$ cat config.mk
export PLATFORM = sky130hd
export DESIGN_NAME = serial_alu_word
export DESIGN_NICKNAME = d
export VERILOG_FILES = /design/src/rtl/serial_alu_pkg.sv /design/src/rtl/serial_alu_bitslice.sv /design/src/rtl/serial_alu_word.sv
export SDC_FILE = /design/constraint.sdc
export NUM_CORES = 1
export LEC_CHECK = 0
export CORE_UTILIZATION = 54
export DETAILED_ROUTE_END_ITERATION = 16
export GPL_ROUTABILITY_DRIVEN = 0
export PLACE_DENSITY = 0.89
export SLEW_MARGIN = 40
export SYNTH_ARGS = -nofsm -noshare
export SYNTH_HDL_FRONTEND = slang
export SYNTH_SLANG_ARGS = --single-unit
$ cat constraint.sdc
create_clock -name clk -period 6.38 [get_ports clk]
set_input_delay 1.914 -clock clk [delete_from_list [all_inputs] [get_ports clk]]
set_output_delay 1.914 -clock clk [all_outputs]
set_load 0.005 [all_outputs]
$ cat src/rtl/serial_alu_pkg.sv
// Shared op codes, FSM states and per-op helpers for the word-level serial ALU.
// SERIAL_ALU_WORD_CMP_EN enables the cmp op (0011); otherwise 0011 is an unknown op.
package serial_alu_pkg;

  localparam logic [3:0] NEG = 4'b0000;
  localparam logic [3:0] ADD = 4'b0001;
  localparam logic [3:0] SUB = 4'b0010;
  localparam logic [3:0] CMP = 4'b0011;
  localparam logic [3:0] SHL = 4'b0100;
  localparam logic [3:0] NOT = 4'b1000;
  localparam logic [3:0] OR  = 4'b1001;
  localparam logic [3:0] AND = 4'b1010;
  localparam logic [3:0] XOR = 4'b1100;

  typedef enum logic {IDLE, RUN} state_e;

  // Subtract-style ops start with carry=1 so ~b + 1 forms the two's complement.
  function automatic logic carry_init(input logic [3:0] op);
    case (op)
      SUB, NEG: carry_init = 1'b1;
`ifdef SERIAL_ALU_WORD_CMP_EN
      CMP:      carry_init = 1'b1;
`endif
      default:  carry_init = 1'b0;
    endcase
  endfunction

  function automatic logic has_carry(input logic [3:0] op);
    case (op)
      ADD, SUB, NEG, SHL: has_carry = 1'b1;
`ifdef SERIAL_ALU_WORD_CMP_EN
      CMP:                has_carry = 1'b1;
`endif
      default:            has_carry = 1'b0;
    endcase
  endfunction

  function automatic logic has_ovf(input logic [3:0] op);
    case (op)
      ADD, SUB: has_ovf = 1'b1;
`ifdef SERIAL_ALU_WORD_CMP_EN
      CMP:      has_ovf = 1'b1;
`endif
      default:  has_ovf = 1'b0;
    endcase
  endfunction

endpackage

$ cat src/rtl/serial_alu_bitslice.sv
// One-bit combinational ALU slice; carry is threaded through the top's carry register.
// SERIAL_ALU_WORD_CMP_EN maps cmp onto the subtract path.
module serial_alu_bitslice
  import serial_alu_pkg::*;
(
  input  logic [3:0] op,
  input  logic       a,
  input  logic       b,
  input  logic       c_in,
  output logic       r,
  output logic       c_out
);

  always_comb begin
    r     = 1'b0;
    c_out = 1'b0;
    case (op)
      ADD: begin
        r     = a ^ b ^ c_in;
        c_out = (a & b) | (a & c_in) | (b & c_in);
      end
`ifdef SERIAL_ALU_WORD_CMP_EN
      SUB, CMP: begin
`else
      SUB: begin
`endif
        r     = a ^ ~b ^ c_in;
        c_out = (a & ~b) | (a & c_in) | (~b & c_in);
      end
      NEG: begin
        r     = ~a ^ c_in;
        c_out = ~a & c_in;
      end
      SHL: begin
        r     = c_in;
        c_out = a;
      end
      OR:  r = a | b;
      AND: r = a & b;
      XOR: r = a ^ b;
      NOT: r = ~a;
      default: begin
        r     = 1'b0;
        c_out = 1'b0;
      end
    endcase
  end

endmodule

$ cat src/rtl/serial_alu_word.sv
// WIDTH-bit LSB-first serial ALU with start/done framing and word-level flags.
// Optional cmp op enabled by defining SERIAL_ALU_WORD_CMP_EN.
module serial_alu_word
  import serial_alu_pkg::*;
#(
  parameter int WIDTH = 8
) (
  input  logic       clk,
  input  logic       rst,
  input  logic       start,
  input  logic [3:0] op,
  input  logic       in_valid,
  input  logic       a,
  input  logic       b,
  output logic       out,
  output logic       out_valid,
  output logic       done,
  output logic       flag_zero,
  output logic       flag_carry,
  output logic       flag_ovf
);

  localparam int            CW   = $clog2(WIDTH);
  localparam logic [CW-1:0] LAST = CW'(WIDTH - 1);

  state_e        state, state_nx;
  logic [CW-1:0] cnt;
  logic [3:0]    op_q;
  logic          c_q;
  logic          zacc;
  logic          r, c_out;
  logic          consume, last_bit, accept;

  assign accept   = (state == IDLE) && start;
  assign consume  = (state == RUN) && in_valid;
  assign last_bit = consume && (cnt == LAST);

  serial_alu_bitslice u_slice (
    .op    (op_q),
    .a     (a),
    .b     (b),
    .c_in  (c_q),
    .r     (r),
    .c_out (c_out)
  );

  always_ff @(posedge clk) begin
    if (rst) state <= IDLE;
    else     state <= state_nx;
  end

  always_comb begin
    state_nx = state;
    case (state)
      IDLE:    if (start) state_nx = RUN;
      RUN:     if (last_bit) state_nx = IDLE;
      default: state_nx = IDLE;
    endcase
  end

  always_ff @(posedge clk) begin
    if (rst) begin
      out        <= 1'b0;
      out_valid  <= 1'b0;
      done       <= 1'b0;
      flag_zero  <= 1'b0;
      flag_carry <= 1'b0;
      flag_ovf   <= 1'b0;
      cnt        <= '0;
      op_q       <= 4'b0;
      c_q        <= 1'b0;
      zacc       <= 1'b0;
    end else begin
      out_valid <= consume;
      done      <= last_bit;
      if (accept) begin
        op_q <= op;
        c_q  <= carry_init(op);
        cnt  <= '0;
        zacc <= 1'b0;
      end
      if (consume) begin
        out  <= r;
        c_q  <= c_out;
        cnt  <= cnt + 1'b1;
        zacc <= zacc | r;
      end
      // c_q is the carry into the MSB here, c_out the carry out of it.
      if (last_bit) begin
        flag_zero  <= ~(zacc | r);
        flag_carry <= has_carry(op_q) ? c_out : 1'b0;
        flag_ovf   <= has_ovf(op_q) ? (c_q ^ c_out) : 1'b0;
      end
    end
  end

endmodule
== Word-level counts from Yosys, hierarchy flattened ==
Index checks and enable logic that the tools add are counted.

* Register bits after elaboration: 16
* Bits in writable memories: 0
* Memories: 0
* ROM bits: 0
* Latch bits: 0

* Reductions and logical operators: 9
* $lt $le $gt $ge: 0
* Multiply operators: 0
* Bitwise gates (word level): 22
* Divide/modulo/power cells: 0
* $add $sub $neg: 1
* Shifts and indexed selects: 0
* Muxes and demuxes: 20
* Equal/unequal tests: 9

{| class="wikitable"
|+ Operators with widths
! cell !! count
|-
| equality test 4 bit (second input constant) || 4
|-
| 2-to-1 mux 1 bit || 15
|-
| equality test 4 x 2 -> 1 bit (second input constant) || 2
|-
| zero test 4 bit || 2
|-
| case mux 1 bit (8 select lines) || 1
|-
| bitwise AND 1 bit || 6
|-
| 2-to-1 mux 3 bit || 2
|-
| bitwise OR 1 bit || 6
|-
| XOR 1 bit || 6
|-
| equality test 4 x 1 -> 1 bit (second input constant) || 1
|-
| equality test 4 x 3 -> 1 bit (second input constant) || 1
|-
| NOT 1 bit || 4
|-
| case mux 1 bit (4 select lines) || 1
|-
| OR reduction 2 bit || 2
|-
| OR reduction 4 bit || 1
|-
| adder 3 x 1 -> 3 bit (second input constant) || 1
|-
| equality test 3 bit (second input constant) || 1
|-
| logical AND 1 bit || 3
|-
| case mux 1 bit (2 select lines) || 1
|-
| nonzero test 2 bit || 1
|}

== Longest topological paths before layout ==
* Depth in word-level cells: 7
* Depth in mapped cells: 7
* Gate-level depth less buffers: 7

== Hierarchy ==
Synthesis repeated with hierarchy kept, for this count alone.

* Cells, all modules: 99
* Area total of the unflattened synthesis: 875.8 sq um

{| class="wikitable"
|+ Modules (own cells, without submodules)
! module !! times used !! cells an instance !! area each (sq um)
|-
| serial_alu_word || 1 || 67 || 619.3
|-
| serial_alu_bitslice || 1 || 32 || 256.5
|}

== Worst setup path before layout ==
Ideal clock, no wire load.

* Path type: input to register
* Start: input a
* End: register zacc
* Library setup time: 117 ps
* Required time: 6263 ps
* Stages: 7
* Arrival time: 3202 ps
* Buffers on the path: 0
* Path slack: 3060 ps
* Path through: inv_1 -> ha_1 -> mux2i_1 -> mux2_4 -> o211ai_2 -> nand3_1 -> a32o_1

* Longest elaborated chain between the ends: 5

{| class="wikitable"
|+ Ends and longest elaborated chain
! element !! RTL line !! text
|-
| from (decl) || serial_alu_word.sv:13 || <nowiki>input logic a,</nowiki>
|-
| XOR 1 bit (tied with other cells) || serial_alu_bitslice.sv:27 || <nowiki>r = a ^ ~b ^ c_in;</nowiki>
|-
| XOR 1 bit, on equally long branches || serial_alu_bitslice.sv:27, serial_alu_bitslice.sv:19, serial_alu_bitslice.sv:31 ||
|-
| case mux 1 bit (8 select lines) * || serial_alu_bitslice.sv:17 || <nowiki>case (op)</nowiki>
|-
| bitwise OR 1 bit * || serial_alu_word.sv:86 || <nowiki>zacc <= zacc | r;</nowiki>
|-
| 2-to-1 mux 1 bit * || serial_alu_word.sv:82 || <nowiki>if (consume) begin</nowiki>
|-
| to (signal assigned) || serial_alu_word.sv:86 ||
|-
| to (decl) || serial_alu_word.sv:30 || <nowiki>logic zacc;</nowiki>
|}

Every way passes the cells marked *; elsewhere a longest branch is shown, timed or not.
A chain may end at the register's enable or synchronous reset.

== Final worst setup path ==
Ends and elaborated chain as after synthesis.

==> results.yml <==
status:
  result_of_the_run: "finished, final reports clean"
clocking:
  tritoncts_clock_tree: "done"
  numClockSinks: 16
  cts_hold_repair.buffers: 0
  worst_setup_hold_path_clk_slew_ps: 90
  cts.repair_timing.setup_buffer_count: 0
  clock_tree.buffer_depth: 2
  clock_tree.htree_level_count: 1
  total_clock_buffers_created_by_cts: 3
  post_cts.resized_instances: 0
  insertion_delay_ps: 290
  cts-root-buf: "sky130_fd_sc_hd__clkbuf_4"
die:
  die_width_um: 43.2
  die-area_sq_mm: 0.00186
  floorplan.die.height_um: 43.2
  fp.coreArea_sq_mm: 0.00154
  design.portCount: 16
  initial_util: 0.593
  row_cnt: 14
global_routing:
  grt_first_pass_wirelength_um: 2790
  remaining_global_route_overflow: 0
  track_usage: 0.206
  number_of_antenna_violations_at_the_first_check_in_global_routing: 0
  grt_max_degree: 16
  vias_in_the_first_global_route: 699
layout:
  nNetsFinal: 138
  post_route_cells_drive_above_1_share: 0.0661
  synthToLayoutAreaGrowth_pct: 17.2
  number_of_antenna_diodes: 0
pwr:
  combinationalPowerShare: 0.181
  power_uw: 198
  total_leakage_power_nw: 0.432
  part_of_the_total_power_dissipated_in_the_clock_network: 0.265
  switching_share: 0.273
  switching_power_summed_over_all_nets_uw: 54.1
  vdd.ir_drop.worst_mv: 0.124
  pwr_density_cell_mw_per_mm2: 185
  share_seq_of_total_power: 0.555
  cellInternalPower_uw: 144
sta:
  finalClockSkew_ps: 1.98
  maxClockFrequency_mhz: 266
  slew_headroom: 0.653
  worst_hold_slack_ps: 505
  worst_pin_slew_ps: 520
  timing.final.hold_violations: 0
  fin_setup_tns_ps: 0
  finalCritPeriodShare: 0.589
  finalWorstPathRequiredPeriod_ps: 3760
  rsz0062_at_grt: "false"
  final.setup.worst_slack_ps: 2620
  setup_viol: 0
  timing.final.max_slew_violations: 0
critical_path:
  regToRegStartpoint: "op_q[1]"
  path_cells: "clkdlybuf4s50_1 -> inv_1 -> ha_1 -> mux2i_1 -> mux2_4 -> o211ai_2 -> nand3_1 -> a32o_1"
  criticalPathCategory: "in2reg"
  critical-path-max-stage-delay_ps: 580
  worstPathMaxFanout: 7
  setup.worst_path.end_class: "flip-flop"
  critical_path_cell_count: 8
  cp.required_ps: 6570
  r2r_end: "zacc"
  data_arrival_critical_path_ps: 3950
  crit_path_end: "zacc"
  reg2regPathDepth: 5
  crit_path_start_kind: "input port"
  cpLargestDelayFamily: "buffers and inverters"
  critPathLaunch: "a"
  critical-path-slowest-cell: "sky130_fd_sc_hd__clkdlybuf4s50_1"
  regToRegSetupSlack_ps: 4580
  crit_buf_inv: 2
logic_synthesis:
  postSynthAreaPerCell_sq_um: 8.39
  synth.ff_latch_count: 16
  yosysSeqAreaShare: 0.350
  ys.warnings.count: 0
  synth_fp_nets: 124
  distinct_cell_type_count_after_synthesis: 37
  synth.cell_area_sq_um: 915
  synth_cells: 109
routing:
  vias: 802
  drt-initial-drc-count: 11
  routed_wl_um: 1780
  detail_route.drc_violations: 0
  postRouteAntennaNets: 0
  vias_per_cell: 5.85
  routed_wl_per_cell_um: 13.0
  first_pass_iters: 4
hold_path:
  min_path_type: "reg2reg"
placement:
  detailedPlacementHpwl_um: 1300
  io_buffer_count: 15
  worst_case_setup_slack_after_placement_ps: 2320
run:
  number_of_violations_of_the_max_capacitance_limit: 0
through the flow:
stage                     instance area (sq um)  std cells  utilization
after CTS                                  1070        137        0.696
after global routing                       1070        137        0.696
after global placement                     1050        134        0.681
after detailed placement                   1050        134        0.681
after floorplan                             915        109            -
final                                      1070        137        0.696
worst reg2reg max path: cells and delay by family, from the launching register on:
kind             cells  cell delay, ps
flip-flops           1             620
multiplexers         2             610
AO/OA/AOI/OAI        2             380
AND/OR/NAND/NOR      1              90
per-layer routing:
metal,share of wire,global-route usage,vias up
li1,-,-,417
met1,0.48,0.259,359
met2,0.46,0.296,20
met3,0.029,0.0426,6
met4,0.034,0.176,0
met5,0,0,-
Yosys cell counts:
master                      n  share of area
sky130_fd_sc_hd__and2_1     2          0.014
sky130_fd_sc_hd__a32o_1     2          0.022
sky130_fd_sc_hd__and2b_1    1         0.0082
sky130_fd_sc_hd__nor3b_1    1         0.0082
sky130_fd_sc_hd__nor4_1     1         0.0068
sky130_fd_sc_hd__ha_1       5          0.068
sky130_fd_sc_hd__nand4_1    1         0.0068
sky130_fd_sc_hd__nor4b_1    1         0.0096
sky130_fd_sc_hd__buf_6      1          0.012
sky130_fd_sc_hd__nand3_1    4          0.022
sky130_fd_sc_hd__o21bai_1   1         0.0082
sky130_fd_sc_hd__or4_4      1          0.012
sky130_fd_sc_hd__nand3b_1   2          0.016
sky130_fd_sc_hd__mux2_4     1          0.016
sky130_fd_sc_hd__xor2_1     1         0.0096
sky130_fd_sc_hd__dfxtp_1   16           0.35
sky130_fd_sc_hd__a211oi_1   3          0.025
sky130_fd_sc_hd__nand4b_1   1         0.0096
sky130_fd_sc_hd__a22oi_1    2          0.016
sky130_fd_sc_hd__nor2b_1    1         0.0068
sky130_fd_sc_hd__and4b_1    1          0.011
sky130_fd_sc_hd__o21ai_0    3          0.016
sky130_fd_sc_hd__o211ai_2   2          0.027
sky130_fd_sc_hd__o31a_1     1         0.0096
sky130_fd_sc_hd__mux2i_1    2          0.022
sky130_fd_sc_hd__nand2_4    1          0.012
sky130_fd_sc_hd__buf_4      1         0.0082
sky130_fd_sc_hd__buf_2      1         0.0055
sky130_fd_sc_hd__nor2_1    11          0.045
sky130_fd_sc_hd__nand2_1   13          0.053
sky130_fd_sc_hd__clkbuf_1   3          0.012
sky130_fd_sc_hd__a21oi_1    9          0.049
sky130_fd_sc_hd__nand2b_1   3          0.021
sky130_fd_sc_hd__o221ai_1   1         0.0096
sky130_fd_sc_hd__inv_1      3          0.012
sky130_fd_sc_hd__nor3_1     3          0.016
sky130_fd_sc_hd__and3_1     3          0.021
placed cells by master, fill, tap and decap left out, drive strengths merged:
cell / synthesis / layout
mux2: 1 / 1
a211oi: 3 / 3
or4: 1 / 1
xor2: 1 / 1
a32o: 2 / 2
nor4: 1 / 1
nor4b: 1 / 1
nand2b: 3 / 3
a22oi: 2 / 2
inv: 3 / 3
mux2i: 2 / 2
o31a: 1 / 1
clkbuf: 3 / 3
a21oi: 9 / 9
nand3b: 2 / 2
and3: 3 / 3
nand4: 1 / 1
clkdlybuf4s50: 0 / 15
nor3: 3 / 3
o21bai: 1 / 1
nand2: 14 / 14
ha: 5 / 5
o221ai: 1 / 1
o211ai: 2 / 2
and2b: 1 / 1
o21ai: 3 / 3
nor2: 11 / 11
nor3b: 1 / 1
nand3: 4 / 4
and2: 2 / 2
and4b: 1 / 1
nand4b: 1 / 1
nor2b: 1 / 1
dfxtp: 16 / 16
cell families (layout without fill, tap and decap cells):
family,after synthesis,after routing,share of synthesized area
DFF,16,16,0.350
adders and majority gates,5,5,0.0684
buffers and inverters,9,21,0.0506
muxes,3,3,0.0383
and+or+nand+nor,51,51,0.300
AOI/OAI and AO/OA,24,24,0.183
xor gates and xnor gates,1,1,0.00958
layout make-up:
cell class / count / area, sq um
inverters: 3 / 11.3
clock buffers: 3 / 22.5
fillers: 132 / 469
flip-flops and latches: 16 / 320
repair buffers: 15 / 150
multi-input cells: 84 / 548
well taps: 16 / 20.0
registers in the layout, summed over array words and instances, names as in the netlist:
| register | cells |
|---|---|
| flag_zero | 1 |
| state | 1 |
| c_q | 1 |
| zacc | 1 |
| out | 1 |
| done | 1 |
| flag_ovf | 1 |
| cnt | 3 |
| out_valid | 1 |
| op_q | 4 |
| flag_carry | 1 |
power groups by stage:
stage                     logic [mW]  clock network (mW)  registers (mW)
final                         0.0357              0.0524           0.110
after global routing          0.0393              0.0558           0.110
after CTS                     0.0356              0.0532           0.110
after detailed placement      0.0355                   0           0.112
after global placement        0.0343                   0           0.112
after floorplan               0.0270                   0           0.108
worst min-delay path by stage:
| stage | slack (ps) | endpoint | cells past startpoint | from |
|---|---|---|---|---|
| 2_1_floorplan | 470 | cnt[1] | 2 | cnt[1] |
| 6_report | 500 | cnt[1] | 2 | cnt[1] |
| 5_1_grt | 530 | flag_zero | 1 | flag_zero |
| 3_5_place_dp | 490 | zacc | 1 | zacc |
| 3_3_place_gp | 470 | flag_ovf | 2 | flag_ovf |
| 4_1_cts | 510 | flag_carry | 2 | flag_carry |
Note: power is estimated with default switching activity, not from simulation.
